--- config.mk ---
export PLATFORM = sky130hd
export DESIGN_NAME = delta_conv_stream_unit
export DESIGN_NICKNAME = d
export VERILOG_FILES = /design/src/rtl/delta_conv_stream_unit.sv
export SDC_FILE = /design/constraint.sdc
export NUM_CORES = 2
export LEC_CHECK = 0
export CORE_MARGIN = 4
export CORE_UTILIZATION = 38
export CTS_CLUSTER_SIZE = 12
export DETAILED_ROUTE_END_ITERATION = 10
export HOLD_SLACK_MARGIN = 0.12
export SLEW_MARGIN = 20
export SYNTH_ARGS = -nofsm -noshare
export SYNTH_HDL_FRONTEND = slang
export SYNTH_SLANG_ARGS = --single-unit
--- constraint.sdc ---
create_clock -name clock -period 8.9 [get_ports clock]
set_input_delay 1.78 -clock clock [delete_from_list [all_inputs] [get_ports clock]]
set_output_delay 1.78 -clock clock [all_outputs]
set_load 0.02 [all_outputs]
--- src/rtl/delta_conv_stream_unit.sv ---
// delta_conv_stream_unit: streaming KxK convolution with unary (temporal) multiply-accumulate.
// Row partial sums ripple across the accumulator window and down the rows through the line buffer.
module delta_conv_stream_unit #(
    parameter  int DATA_W   = 8,
    parameter  int WEIGHT_W = 8,
    parameter  int ACC_W    = 24,
    parameter  int K        = 3,
    parameter  int IN_W     = 32,
    parameter  int IN_H     = 32,
    localparam int WA       = $clog2(K * K),
    localparam int RW       = $clog2(IN_H),
    localparam int CW       = $clog2(IN_W)
) (
    input  logic                       clock,
    input  logic                       reset_n,
    input  logic                       start,
    input  logic                       stride2,
    input  logic                       weight_wr_en,
    input  logic [WA-1:0]              weight_wr_addr,
    input  logic signed [WEIGHT_W-1:0] weight_wr_data,
    input  logic                       in_valid,
    output logic                       in_ready,
    input  logic [DATA_W-1:0]          in_data,
    output logic                       out_valid,
    input  logic                       out_ready,
    output logic signed [ACC_W-1:0]    out_data,
    output logic [RW-1:0]              out_row,
    output logic [CW-1:0]              out_col,
    output logic                       out_last,
    output logic                       busy,
    output logic                       done
);
    typedef enum logic [2:0] {IDLE, CLEAR, WAIT_INPUT, LOAD, ACCUM, STORE, OUT, DONE} state_t;

    localparam logic [RW-1:0] R_MAX = RW'(IN_H - 1);
    localparam logic [RW-1:0] RK    = RW'(K - 1);
    localparam logic [RW-1:0] RL2   = RW'((IN_H - K) / 2 * 2 + K - 1);
    localparam logic [CW-1:0] C_MAX = CW'(IN_W - 1);
    localparam logic [CW-1:0] CK    = CW'(K - 1);
    localparam logic [CW-1:0] CL2   = CW'((IN_W - K) / 2 * 2 + K - 1);
    localparam logic          KP    = 1'((K - 1) % 2);

    state_t                     state, nxt;
    logic                       s2;
    logic [RW-1:0]              r;
    logic [CW-1:0]              c;
    logic [DATA_W-1:0]          cnt;
    logic signed [WEIGHT_W-1:0] wf  [K*K];
    logic signed [ACC_W-1:0]    acc [K][K];
    logic signed [ACC_W-1:0]    lb  [K-1][IN_W];
    logic                       emit, last_px, adv;

    // stride 2 keeps windows whose top-left row/col offsets are even, i.e. r, c share parity with K-1
    assign emit    = r >= RK && c >= CK && (!s2 || (r[0] == KP && c[0] == KP));
    assign last_px = r == R_MAX && c == C_MAX;
    assign adv     = (state == STORE && !emit) || (state == OUT && out_ready);

    always_ff @(posedge clock or negedge reset_n)
        if (!reset_n) state <= IDLE;
        else          state <= nxt;

    always_comb begin
        nxt = state;
        case (state)
            IDLE:       nxt = start ? CLEAR : IDLE;
            CLEAR:      nxt = WAIT_INPUT;
            WAIT_INPUT: nxt = in_valid ? LOAD : WAIT_INPUT;
            LOAD:       nxt = cnt != '0 ? ACCUM : STORE;
            ACCUM:      nxt = cnt == DATA_W'(1) ? STORE : ACCUM;
            STORE:      nxt = emit ? OUT : last_px ? DONE : WAIT_INPUT;
            OUT:        nxt = !out_ready ? OUT : last_px ? DONE : WAIT_INPUT;
            DONE:       nxt = IDLE;
            default:    nxt = IDLE;
        endcase
    end

    always_comb begin
        in_ready  = state == WAIT_INPUT;
        out_valid = state == OUT;
        busy      = state != IDLE;
        done      = state == DONE;
        out_data  = out_valid ? acc[K-1][K-1] : '0;
        out_row   = out_valid ? r - RK : '0;
        out_col   = out_valid ? c - CK : '0;
        out_last  = out_valid && r == (s2 ? RL2 : R_MAX) && c == (s2 ? CL2 : C_MAX);
    end

    always_ff @(posedge clock or negedge reset_n)
        if (!reset_n) begin
            s2  <= 1'b0;
            r   <= '0;
            c   <= '0;
            cnt <= '0;
            wf  <= '{default: '0};
            acc <= '{default: '0};
            lb  <= '{default: '0};
        end else begin
            if (state == IDLE && start) s2 <= stride2;
            if (state == IDLE && weight_wr_en && 32'(weight_wr_addr) < K * K)
                wf[weight_wr_addr] <= weight_wr_data;
            if (state == CLEAR) begin
                acc <= '{default: '0};
                lb  <= '{default: '0};
                r   <= '0;
                c   <= '0;
            end
            if (state == WAIT_INPUT && in_valid) cnt <= in_data;
            if (state == LOAD) begin
                acc[0][0] <= '0;
                for (int i = 1; i < K; i++) acc[i][0] <= lb[i-1][c];
                for (int i = 0; i < K; i++)
                    for (int j = 1; j < K; j++) acc[i][j] <= acc[i][j-1];
            end
            if (state == ACCUM) begin
                cnt <= cnt - DATA_W'(1);
                for (int i = 0; i < K; i++)
                    for (int j = 0; j < K; j++) acc[i][j] <= acc[i][j] + ACC_W'(wf[i*K+j]);
            end
            if (state == STORE && c >= CK)
                for (int i = 0; i < K - 1; i++) lb[i][c - CK] <= acc[i][K-1];
            if (adv) begin
                c <= c == C_MAX ? '0 : c + CW'(1);
                if (c == C_MAX) r <= r + RW'(1);
            end
        end
endmodule
==> flow_metrics.py <==
metrics = {
    "worst_setup_path": {
        "criticalPathCategory": "reg2out",
        "worstPathArrival_ns": 4.88,
        "crit_path_start_kind": "flop",
        "end_kind": "output pin",
        "path_max_fanout": 34,
        "critPathRequiredTime_ns": 7.12,
    },
    "clocking": {
        "cts-root-buf": "clkbuf_16",
        "clkSinkCount": 1846,
        "clk_latency_ns": 0.87,
        "cts_resized": 0,
        "cts_buffers": 201,
        "path_clk_slew_ns": 0.06,
        "cts_tree": "done",
        "cts_hold_buffers": 0,
        "postCtsSetupBuffers": 0,
        "clockBufferDepth": 3,
        "htree_levels": 4,
    },
    "drt": {
        "post_drt_wl_per_cell_um": 22.4,
        "ant_nets": 0,
        "first_iter_violations": 8566,
        "drcViolationCount": 0,
        "routed_via_density": 5.73,
        "totalWireLength_um": 315000,
        "firstDrtPassIters": 6,
        "vias": 80600,
    },
    "placed_design": {
        "io_buffers": 65,
        "place_congestion": 0.879,
        "dpl.hpwl_um": 185000,
        "pre_cts_ws_ns": 3.33,
    },
    "floorplan": {
        "die-area_um2": 266000,
        "die_x_um": 516,
        "ios": 66,
        "std_cell_rows": 186,
        "die-height_um": 516,
        "start_util": 0.382,
        "coreArea_um2": 257000,
    },
    "finish": {
        "fill_cells": 24500,
        "layout-drive-gt1-share": 0.0876,
        "area_delta_synth_final_pct": 9.79,
        "final_common_cell": "nand2_1",
        "nNetsFinal": 10800,
        "final_cell_mix": "nand2_1 (3272), dfrtp_1 (1827), o21ai_0 (1612)",
    },
    "logic_synthesis": {
        "ys_types": 89,
        "yosysSeqAreaShare": 0.472,
        "ys_ff_latch": 1846,
        "syn_inst": 11100,
        "synthArstFlopShare": 1.00,
        "synth_nets": 11300,
        "avgSynthCellArea_um2": 8.84,
        "yosys_warnings": 0,
        "synth-edff-count": 0,
        "synth_area_um2": 97900,
        "synth_ff_type": "dfrtp_1",
    },
    "pwr": {
        "power.share.clock": 0.288,
        "switching_share": 0.407,
        "p_switching_w": 0.0120,
        "pwr-share-comb": 0.369,
        "peakVddDrop_mv": 0.229,
        "p_leak_nw": 44.5,
        "p_int_w": 0.0175,
        "seqPwrFrac": 0.343,
        "cellPowerDensity_nw_per_um2": 274,
    },
    "sta": {
        "fin_crit_ns": 6.66,
        "period_share": 0.748,
        "fmax_mhz": 150,
        "finalClockSkew_ns": 0.0464,
        "final_hold_viol_count": 0,
        "final.setup.tns_ns": 0,
        "maxSlewHeadroom": 0.213,
        "tightestPinTransition_ns": 1.18,
        "slew_violations": 0,
        "setup-violations-final": 0,
        "layout_setup_ws_ns": 2.24,
        "grt_setup_unrepaired": "false",
    },
    "grt": {
        "grt_max_degree": 247,
        "grt_usage": 0.232,
        "antenna_found_initial": 10,
        "grt_pass1_vias": 78000,
        "grt_pass1_wl_um": 482000,
        "overflow": 0,
    },
    "min_path": {
        "worstHoldPathType": "reg2reg",
    },
    "job": {
        "cap_violations": 0,
    },
    "status": {
        "status": "complete, no violations",
    },
}
==> path summary, 6_finish.rpt <==
| check | startpoint | depth (start not counted) | end | slack, ns |
|---|---|---|---|---|
| worst min-delay path | lb[1179]$_DFF_PN0_ | 2 | lb[1179]$_DFF_PN0_ | 0.51 |
| worst max-delay path | state[0]$_DFF_PN0_ | 5 | out_col[3] | 2.24 |
| min in group asynchronous | reset_n | 1 | cnt[3]$_DFFE_PN0P_ | 0.89 |
| worst max register to register | c[1]$_DFFE_PN0P_ | 9 | lb[1405]$_DFF_PN0_ | 3.76 |
| max in group asynchronous | reset_n | 3 | lb[1525]$_DFF_PN0_ | 5.91 |
| worst min register to register | lb[1179]$_DFF_PN0_ | 2 | lb[1179]$_DFF_PN0_ | 0.51 |
==> flip-flops by register name, indices dropped and copies added, names as in the netlist <==
register,count
acc,216
c,5
cnt,8
lb,1536
r,5
s2,1
state,3
wf,72
==> layout make-up <==
cell class / instances / area (µm²) / area share
clock inverter: 55 / 691 / 0.00642
tap: 3384 / 4230 / 0.0394
timing repair buffer: 235 / 2430 / 0.0226
clock buffer: 308 / 5910 / 0.0549
multi-input combinational: 8133 / 47600 / 0.443
sequential: 1846 / 46200 / 0.430
inverter: 98 / 368 / 0.00342
antenna: 13 / 32.5 / 0.000303
==> cell usage after synthesis (39+ instances only) <==
| library cell | number | area share |
|---|---|---|
| o21ai_1 | 298 | 0.015 |
| a22oi_1 | 108 | 0.0083 |
| buf_2 | 220 | 0.011 |
| a21oi_1 | 462 | 0.024 |
| nand2_1 | 3278 | 0.13 |
| clkbuf_1 | 699 | 0.027 |
| mux4_2 | 195 | 0.045 |
| o22ai_1 | 108 | 0.0069 |
| buf_1 | 55 | 0.0021 |
| dfrtp_1 | 1846 | 0.47 |
| mux2i_1 | 325 | 0.033 |
| nor3_1 | 78 | 0.0040 |
| nor2_1 | 291 | 0.011 |
| mux2_2 | 168 | 0.019 |
| o221ai_1 | 127 | 0.011 |
| xor2_1 | 63 | 0.0056 |
| o21bai_1 | 39 | 0.0030 |
| nand3_1 | 93 | 0.0048 |
| inv_1 | 95 | 0.0036 |
| xnor2_1 | 117 | 0.010 |
| o21ai_0 | 1612 | 0.082 |
| ha_1 | 223 | 0.028 |
| a21o_1 | 122 | 0.0094 |
==> power groups by stage <==
stage                     logic (W)  registers, W  clock network, W
after global routing         0.0117        0.0102           0.00896
after global placement       0.0105        0.0102                 0
final                        0.0109        0.0101           0.00847
after floorplan             0.00800       0.00956                 0
after CTS                    0.0107        0.0101           0.00861
after detailed placement     0.0107        0.0102                 0
==> metal layers <==
layer  wire length, µm  up-vias  track usage  share of wire
met4             10300        2       0.0769          0.033
met3             22400      554       0.0330          0.071
met1            138000    40000        0.324           0.44
li1                  -    37000            -              -
met5                13        -            0       0.000041
met2            144000     3041        0.371           0.46
==> worst max-delay path: stages (launching register included) <==
cell             delay, ns
dfrtp_4               0.65
inv_2                 0.09
buf_4                 0.54
nand3_1               0.81
a21oi_1               1.08
clkdlybuf4s50_1       0.77
==> per-stage QoR <==
step / area (µm²) / power (W) / std cells / hold slack (ns) / utilization
detailed placement: 101000 / 0.0209 / 13700 / 0.501 / 0.393
floorplan: 97900 / 0.0176 / 11100 / 0.465 / -
finish: 108000 / 0.0294 / 14100 / 0.512 / 0.419
global placement: 101000 / 0.0207 / 13700 / 0.489 / 0.392
CTS: 107000 / 0.0294 / 14100 / 0.515 / 0.418
global route: 107000 / 0.0308 / 14100 / 0.529 / 0.419
==> cells by family after synthesis <==
logic type	Yosys count	synth area share
buffers and inverters	1096	0.0456
XOR/XNOR	180	0.0161
AND/OR/NAND/NOR	3908	0.157
flip-flops	1846	0.472
adder cells (fa/ha/maj)	232	0.0303
AO/OA/AOI/OAI	3125	0.182
multiplexers	688	0.0974
Power figures use the tool's default switching activity.
